`src/rtl/bram_stream_reader.sv`:
```
// bram_stream_reader
// Read-side initiator for a single-port BRAM with a registered read
// (1-cycle latency). A start command streams `len` consecutive words
// from `start_addr`, wrapping modulo 2**ADDR_WIDTH, out of a valid/ready
// interface. A 4-entry FIFO absorbs the read latency and backpressure.
//
// Ports:
//   clk, rst_n          clock, asynchronous active-low reset
//   start, start_addr,
//   len                 command (accepted only while idle)
//   busy, done          status; done is a single-cycle completion pulse
//   bram_addr,
//   bram_write_en,
//   bram_data_in,
//   bram_data_out       BRAM side (write port tied off)
//   out_valid, out_data,
//   out_last, out_ready stream side
//   stall_cnt           only with BRAM_READER_STALL_CNT_EN defined:
//                       saturating count of out_valid & !out_ready cycles
//
// Optional feature macro: BRAM_READER_STALL_CNT_EN
//
// state | meaning
// IDLE  | waiting for start
// ZERO  | zero-length command, done pulse
// ISSUE | reads being issued
// DRAIN | all reads issued, waiting for the last word to leave
module bram_stream_reader #(
  parameter int ADDR_WIDTH = 4,
  parameter int DATA_WIDTH = 8,
  parameter int LEN_WIDTH  = ADDR_WIDTH + 1
) (
  input  logic                  clk,
  input  logic                  rst_n,
  input  logic                  start,
  input  logic [ADDR_WIDTH-1:0] start_addr,
  input  logic [LEN_WIDTH-1:0]  len,
  output logic                  busy,
  output logic                  done,
  output logic [ADDR_WIDTH-1:0] bram_addr,
  output logic                  bram_write_en,
  output logic [DATA_WIDTH-1:0] bram_data_in,
  input  logic [DATA_WIDTH-1:0] bram_data_out,
  output logic                  out_valid,
  output logic [DATA_WIDTH-1:0] out_data,
  output logic                  out_last,
  input  logic                  out_ready
`ifdef BRAM_READER_STALL_CNT_EN
  ,
  output logic [15:0]           stall_cnt
`endif
);

  typedef enum logic [1:0] {IDLE, ZERO, ISSUE, DRAIN} state_t;

  state_t                state, state_nx;
  logic [ADDR_WIDTH-1:0] addr_q;
  logic [LEN_WIDTH-1:0]  issue_left;
  logic [LEN_WIDTH-1:0]  out_left;
  logic                  inflight;
  logic                  done_q;
  logic [DATA_WIDTH-1:0] fifo_mem [4];
  logic [1:0]            wr_ptr, rd_ptr;
  logic [2:0]            fifo_count;
  logic                  start_acc, can_issue, issue, push, pop, last_pop;

  // Count the word still in the BRAM pipeline so a full FIFO can never
  // be overrun by the read that lands next cycle.
  assign can_issue = (({1'b0, fifo_count} + {3'b000, inflight}) <= 4'd2);
  assign push      = inflight;
  assign pop       = out_valid && out_ready;
  assign last_pop  = pop && (out_left == LEN_WIDTH'(1)) && (state == DRAIN);

  assign out_valid     = (fifo_count != 3'd0);
  assign out_data      = fifo_mem[rd_ptr];
  assign out_last      = out_valid && (out_left == LEN_WIDTH'(1));
  assign busy          = (state != IDLE);
  assign done          = done_q || (state == ZERO);
  assign bram_addr     = addr_q;
  assign bram_write_en = 1'b0;
  assign bram_data_in  = '0;

  always_ff @(posedge clk or negedge rst_n) begin
    if (!rst_n) state <= IDLE;
    else        state <= state_nx;
  end

  always_comb begin
    state_nx  = state;
    start_acc = 1'b0;
    issue     = 1'b0;
    case (state)
      IDLE: begin
        // The completion-pulse cycle is still part of the old transfer.
        if (start && !done_q) begin
          start_acc = 1'b1;
          state_nx  = (len != '0) ? ISSUE : ZERO;
        end
      end
      ZERO: state_nx = IDLE;
      ISSUE: begin
        if (can_issue) begin
          issue = 1'b1;
          if (issue_left == LEN_WIDTH'(1)) state_nx = DRAIN;
        end
      end
      DRAIN: begin
        if (last_pop) state_nx = IDLE;
      end
    endcase
  end

  always_ff @(posedge clk or negedge rst_n) begin
    if (!rst_n) begin
      addr_q     <= '0;
      issue_left <= '0;
      out_left   <= '0;
      inflight   <= 1'b0;
      done_q     <= 1'b0;
    end else begin
      inflight <= issue;
      done_q   <= last_pop;
      if (start_acc) begin
        addr_q     <= start_addr;
        issue_left <= len;
        out_left   <= len;
      end else begin
        if (issue) begin
          addr_q     <= addr_q + 1'b1;
          issue_left <= issue_left - 1'b1;
        end
        if (pop) out_left <= out_left - 1'b1;
      end
    end
  end

  always_ff @(posedge clk or negedge rst_n) begin
    if (!rst_n) begin
      for (int i = 0; i < 4; i++) fifo_mem[i] <= '0;
      wr_ptr     <= '0;
      rd_ptr     <= '0;
      fifo_count <= '0;
    end else begin
      if (push) begin
        fifo_mem[wr_ptr] <= bram_data_out;
        wr_ptr           <= wr_ptr + 1'b1;
      end
      if (pop) rd_ptr <= rd_ptr + 1'b1;
      case ({push, pop})
        2'b10:   fifo_count <= fifo_count + 1'b1;
        2'b01:   fifo_count <= fifo_count - 1'b1;
        default: fifo_count <= fifo_count;
      endcase
    end
  end

`ifdef BRAM_READER_STALL_CNT_EN
  always_ff @(posedge clk or negedge rst_n) begin
    if (!rst_n) begin
      stall_cnt <= '0;
    end else if (start_acc) begin
      stall_cnt <= '0;
    end else if (out_valid && !out_ready && (stall_cnt != 16'hFFFF)) begin
      stall_cnt <= stall_cnt + 1'b1;
    end
  end
`endif

endmodule

```
`config.mk`:
```
export PLATFORM = sky130hd
export DESIGN_NAME = bram_stream_reader
export DESIGN_NICKNAME = d
export VERILOG_FILES = /design/src/rtl/bram_stream_reader.sv
export SDC_FILE = /design/constraint.sdc
export NUM_CORES = 1
export LEC_CHECK = 0
export ABC_AREA = 1
export CORE_MARGIN = 3
export CORE_UTILIZATION = 40
export CTS_CLUSTER_SIZE = 12
export DETAILED_ROUTE_END_ITERATION = 7
export REMOVE_ABC_BUFFERS = 1
export SLEW_MARGIN = 25
export SYNTH_ARGS = -nofsm -noshare
export SYNTH_HDL_FRONTEND = slang
export SYNTH_SLANG_ARGS = --single-unit
```
`constraint.sdc`:
```
create_clock -name clk -period 1.95 [get_ports clk]
set_clock_uncertainty 0.2 [all_clocks]
set_input_delay 0.39 -clock clk [delete_from_list [all_inputs] [get_ports clk]]
set_output_delay 0.39 -clock clk [all_outputs]
set_load 0.005 [all_outputs]
```
==> results.json <==
{
  "irDropWorstVdd_v": 0.0007318,
  "synthAdderAreaFrac_pct": 5.585,
  "synth_seq_cells": 57,
  "multi_input_area_sq_um": 1419,
  "critPathCaptureType": "output port",
  "hold_ws_ns": 0.2896,
  "slowest_delay_ns": 0.41,
  "cts_sinks": 57,
  "tightest_slew_ns": 0.5182,
  "place_ws_ns": -0.3655,
  "fill_cells": 701,
  "drtIter0Drc": 102,
  "drive_gt1_share_pct": 20.85,
  "clk_pin_slew_ns": 0.06,
  "die_w_um": 93.28,
  "hold_start": "fifo_mem[9]$_DFFE_PN0P_",
  "layout_setup_ws_ns": 0.03330,
  "power_density_nw_per_um2": 1679,
  "die_height_um": 93.28,
  "fmax_ghz": 0.5217,
  "ys.flop_type": "dfrtp_1",
  "hp-class": "reg2reg",
  "cp_data_required_time_ns": 1.36,
  "setup_tns_ns": 0,
  "hold-path-endpoint": "fifo_mem[9]$_DFFE_PN0P_",
  "leakage_uw": 0.001942,
  "synth.avg_cell_area_sq_um": 8.190,
  "rsz0062_at_grt": "yes",
  "critPathMaxFanout": 7,
  "cts.path.max_buffers": 2,
  "async_flop_share_pct": 100.0,
  "hold_violations": 0,
  "cts_tree": "built",
  "regToRegSetupSlack_ns": 0.09,
  "period_share_pct": 98.29,
  "antenna_left": 0,
  "drc_errors": 0,
  "boundaryPins": 46,
  "core_sq_um": 7331,
  "dpl_cell_area_sq_um": 3667,
  "detail_route.vias_per_cell": 4.767,
  "cts-root-buf": "clkbuf_8",
  "start_kind": "flip-flop",
  "grt_pass1_vias": 2455,
  "wl_per_cell_um": 12.23,
  "design_area_sq_um": 3914,
  "finalCoreUtilization_pct": 53.39,
  "htreeDepth": 3,
  "hold_depth": 2,
  "r2r-start": "fifo_count[0]$_DFFE_PN0P_",
  "yosys.area.top_type": "dfrtp_1",
  "seqCellArea_sq_um": 1426,
  "grt_max_degree": 28,
  "ys_top_cells_by_area": "dfrtp_1 (47%), nand2_1 (11%), o21ai_0 (8.5%), ha_1 (4.9%), inv_1 (4.6%)",
  "diodes": 0,
  "relSlewSlack_pct": 65.37,
  "vias": 2598,
  "synth_cell_types": 32,
  "drtPass1Iterations": 4,
  "setup_viol": 0,
  "worstPathArrival_ns": 1.33,
  "cts_buffers": 9,
  "gp_congestion": 0.7612,
  "yosysTopAreaCellShare_pct": 46.82,
  "yosysWarnings": 0,
  "grt_pass1_wl_um": 11310,
  "dp_hpwl_um": 4848,
  "gr-total-overflow": 0,
  "synth_compound_area_share_pct": 14.33,
  "synth-simple-area-share_pct": 20.74,
  "critPathSlowestCell": "dfrtp_1",
  "syn2layout_area_growth_pct": 28.46,
  "initial_utilization_pct": 41.56,
  "grtUsageTotal_pct": 16.53,
  "period_needed_ns": 1.917,
  "ff2ff_path_depth": 10,
  "syn_inst": 372,
  "io_buffer_count": 36,
  "wirelength_um": 6665,
  "maxCapViolations": 0,
  "path_cells": "inv_2 -> buf_6 -> nor2_2 -> o22ai_1 -> buf_2",
  "synth_top_family_by_area": "simple AND/OR/NAND/NOR gates",
  "outcome": "completed",
  "synth_mux_area_share_pct": 0,
  "worstReg2RegEnd": "fifo_count[2]$_DFFE_PN0P_",
  "ys_seq_area_share_pct": 46.82,
  "clk_latency_ns": 0.33,
  "synth-xor-area-share_pct": 2.587,
  "antenna_found_initial": 0,
  "syn_area_sq_um": 3047,
  "fin_nets": 475,
  "critPathKind": "reg2out",
  "synth-edff-count": 0,
  "rows": 31,
  "slew_viol_final": 0,
  "die_area_sq_um": 8700
}
==> power by group <==
group / internal, uW / leakage (uW) / switching [uW]
logic: 1610 / 0.00116 / 1810
clock network: 491 / 0.0000891 / 471
registers: 1780 / 0.000690 / 403
total: 3880 / 0.00194 / 2690
==> critical path, delay by kind of cell, from the launching register on <==
kind | cells | cell delay, ns
DFF | 1 | 0.41
buffers and inverters | 3 | 0.38
AOI/OAI and AO/OA | 1 | 0.18
and+or+nand+nor | 1 | 0.04
==> cells in the final DEF (no fill, tap or decap), drive strengths merged, types with 3 or more instances in the layout <==
cell type	n
nor2	33
nand4	3
clkdlybuf4s50	23
buf	44
inv	42
nand2	94
nand3	17
xnor2	3
clkinv	4
o21ai	62
dfrtp	57
o22ai	8
xor2	6
dlygate4sd2	3
conb	9
o211ai	4
ha	12
clkbuf	11
==> cell type report <==
cell class              count  area share, %
clock buffers              11          3.613
multi-input cells         260          36.25
well taps                  99          3.165
inverters                  42          4.092
flip-flops and latches     57          36.45
clock inverters             5         0.7992
repair buffers             71          15.63
==> state kept, by name (all words and copies together) (netlist names) <==
name / count
fifo_count: 3
issue_left: 5
inflight: 1
fifo_mem: 32
out_left: 5
rd_ptr: 2
state: 2
done_q: 1
bram_addr: 4
wr_ptr: 2
==> cell usage after synthesis (3+ instances only) <==
| library cell | n |
|---|---|
| clkbuf_1 | 5 |
| buf_6 | 3 |
| buf_2 | 3 |
| ha_1 | 12 |
| nand3_1 | 16 |
| nand4_1 | 3 |
| dfrtp_1 | 57 |
| o22ai_1 | 8 |
| nor2_1 | 32 |
| xor2_1 | 6 |
| nand2_2 | 3 |
| o21ai_2 | 4 |
| buf_4 | 9 |
| nand2_1 | 89 |
| xnor2_1 | 3 |
| o211ai_1 | 4 |
| inv_2 | 4 |
| o21ai_0 | 52 |
| o21ai_1 | 6 |
| inv_1 | 37 |
==> kinds of logic after synthesis <==
family,after synthesis
AND/OR/NAND/NOR,150
XOR/XNOR,9
other,1
flip-flops,57
buffers and inverters,63
adder cells (fa/ha/maj),13
AO/OA/AOI/OAI,79
==> per-stage QoR <==
step | cells | power, uW
CTS | 544 | 6516
detailed placement | 524 | 5539
global placement | 524 | 5435
finish | 545 | 6570
floorplan | 359 | 4068
global route | 545 | 7234
==> routing by layer <==
| layer | share of wire (%) | vias to the layer above | GRT usage (%) |
|---|---|---|---|
| met3 | 4.9 | 7 | 5.068 |
| met5 | 0 | - | 0 |
| met2 | 50 | 66 | 28.29 |
| li1 | - | 1320 | - |
| met4 | 1.1 | 0 | 4.029 |
| met1 | 44 | 1205 | 20.30 |
==> worst max path at each step <==
stage	startpoint	endpoint	slack, ns	cells past startpoint
after floorplan	fifo_count[1]$_DFFE_PN0P_	fifo_count[2]$_DFFE_PN0P_	-0.05	10
after global placement	out_ready	fifo_count[2]$_DFFE_PN0P_	-0.32	9
after detailed placement	out_ready	fifo_count[2]$_DFFE_PN0P_	-0.37	9
after CTS	rd_ptr[0]$_DFFE_PN0P_	out_data[5]	-0.02	5
after global routing	rd_ptr[0]$_DFFE_PN0P_	out_data[2]	-0.06	4
final	rd_ptr[0]$_DFFE_PN0P_	out_data[5]	0.03	5
==> repair_timing <==
item                                   CTS  global route
gates resized for setup                 65            17
setup endpoints to repair               13            20
endpoints found under the hold margin   14             0
hold buffers                             1             0
gates cloned                             0             0
pin swaps                                4             5
setup buffers                            3             2
No activity file was read; power rests on OpenSTA's default activity.
==> RTL change (config.mk and constraints unchanged) <==
The parameter `ADDR_WIDTH` goes from 4 to 5.
--- a/src/rtl/bram_stream_reader.sv
+++ b/src/rtl/bram_stream_reader.sv
@@ -28,3 +28,3 @@
 module bram_stream_reader #(
-  parameter int ADDR_WIDTH = 4,
+  parameter int ADDR_WIDTH = 5,
   parameter int DATA_WIDTH = 8,
Interface: changed (resized bram_addr, len and start_addr); port bits go from 46 to 49. No check against the original RTL was run, so the function may have changed too.
==> RTL change against the unedited design <==
Largest cell class is now multi-input combinational cells; sequential cell count grew 3; final cell count grew 5.0%; setup slack lost 0.073 ns; routed wire length grew 7.5%; total power grew 12%; the run now ends with setup timing left; cell area grew 10%; area after synthesis grew 4.6%; utilization grew 4.3 points.
==> RTL change: results (changes against the unedited design) <==
hold_class: "reg2reg"
grt_max_degree: 61  # +120%
setup.worst_path.start: "fifo_count[1]"
worstMarginPinSlew_ns: 0.525  # +0.00669 ns
dp.final_hpwl_um: 4950  # +2.1%
peakVddDrop_mv: 0.747  # +2.1%
ys_warn_count: 0  # unchanged
crit_arrival_ns: 2.00  # +0.67 ns
via_per_inst: 4.77  # about the same
io_buffer_count: 39  # +8.3%
reg.largest.list: "fifo_mem: 32 flops, issue_left: 6 flops, out_left: 6 flops"
worstPathMaxFanout: 2  # -5
clockBufferDepth: 2  # unchanged
cts_made_buffers: 9  # unchanged
synthArstFlopShare: 1.00  # unchanged
grt_pass1_wl_um: 12300  # +8.7%
antennaDiodeCount: 0  # unchanged
fin_setup_tns_ns: -0.0536  # -0.0536 ns
power.leakage_nw: 2.11  # +8.5%
crit_slowest_cell: "dfrtp_1"
grt_antenna_before_repair: 0  # unchanged
endpoint: "fifo_count[2]"
htree_levels: 3  # unchanged
synthTopCellsByCount: "86 x nand2_1, 60 x dfrtp_1, 52 x o21ai_0"
seq_area_frac_synth: 0.471  # +0.00316
setup_violations: 2  # +2
slowest_delay_ns: 0.37  # -0.04 ns
cts.clk_slew.worst_paths_ns: 0.07
timing.final.ws_setup_ns: -0.0399  # -0.0732 ns
critPathTopFamily: "adder cells"
drive_gt1_frac: 0.245  # +0.0367
place.gp.congestion: 0.843  # +11%
violations: "setup timing"
r2r_cells: 9  # -1
synth.distinct_cells: 35  # +9.4%
grt_pass1_vias: 2680  # +9.2%
fillers: 656  # -6.4%
routedWlPerCell_um: 12.5  # +2.4%
status: "finished with violations"
grt.total_usage: 0.173  # +0.00726
dr.first_iter.drc_count: 101  # -0.98%
place_ws_ns: -0.391  # -0.0255 ns
clkLatencyLatePin_ns: 0.34
final_nets: 504  # +6.1%
synth_area_leaders: "dfrtp_1 47%, nand2_1 10%, o21ai_0 8.2%"
## RTL change: changes by cell type after synthesis, sizes merged, moves of 2 or more
cell   unedited run  this run
a21oi             2         8
nand3            17        14
xor2              6        10
nand4             3         5
nor3              2         0
nand2            94        90
nor2             33        42
dfrtp            57        60
o21ai            62        58
buf              16        13
## RTL change: layer usage
metal | global-route usage | vias to the layer above | share of wire
li1 | - | 1390 | -
met1 | 0.227 | 1280 | 0.48
met2 | 0.278 | 53 | 0.47
met3 | 0.0505 | 5 | 0.044
met4 | 0.0457 | 0 | 0.0099
met5 | 0 | - | 0
## RTL change: report_power, final
| group | switching (W) | internal, W |
|---|---|---|
| logic | 0.00191 | 0.00189 |
| clock network | 0.000497 | 0.000749 |
| registers | 0.000427 | 0.00187 |
| total | 0.00283 | 0.00451 |
## RTL change: cell families after synthesis
family                     Yosys count  share of synthesized area
and+or+nand+nor                    153                      0.210
AOI/OAI and AO/OA                   80                      0.140
buffers and inverters               60                     0.0856
DFF                                 60                      0.471
xor gates and xnor gates            14                     0.0385
adders and majority gates           13                     0.0534
other                                1                    0.00118
## RTL change: per-stage QoR
stage	area, um2	std cells	util
after floorplan	3100	370	-
after global placement	3850	535	0.514
after detailed placement	3850	535	0.514
after CTS	4190	565	0.560
after global routing	4320	572	0.577
final	4320	572	0.577
## RTL change: what timing repair did
action                                  CTS  global route
endpoints found under the hold margin    60             0
hold buffers                              1             0
gates resized for setup                  70            20
pin swaps                                12            10
gates cloned                              0             0
endpoints found under the setup margin   13            23
setup buffers                            13             7
## RTL change: worst min path at each step
stage,startpoint,cells after the start,to,slack [ns]
after CTS,fifo_mem[23],2,fifo_mem[23],0.28
after floorplan,rst_n,0,bram_addr[0],-0.11
after global placement,rst_n,2,fifo_mem[3],0.23
after global routing,fifo_mem[31],2,fifo_mem[31],0.31
final,fifo_mem[21],2,fifo_mem[21],0.29
after detailed placement,rst_n,2,fifo_mem[7],0.23
## RTL change: tightest hold or removal path: stages (launching register included)
cell and delay [ns]:
dfrtp_1 0.34, nand2_1 0.05, o21ai_0 0.06
## RTL change: area by class of cell
type / count / share of cell area
multi-input combinational: 269 / 0.356
clock buffer: 11 / 0.0327
timing repair buffer: 87 / 0.180
inverter: 41 / 0.0379
clock inverter: 5 / 0.0174
sequential: 60 / 0.348
tap: 99 / 0.0287
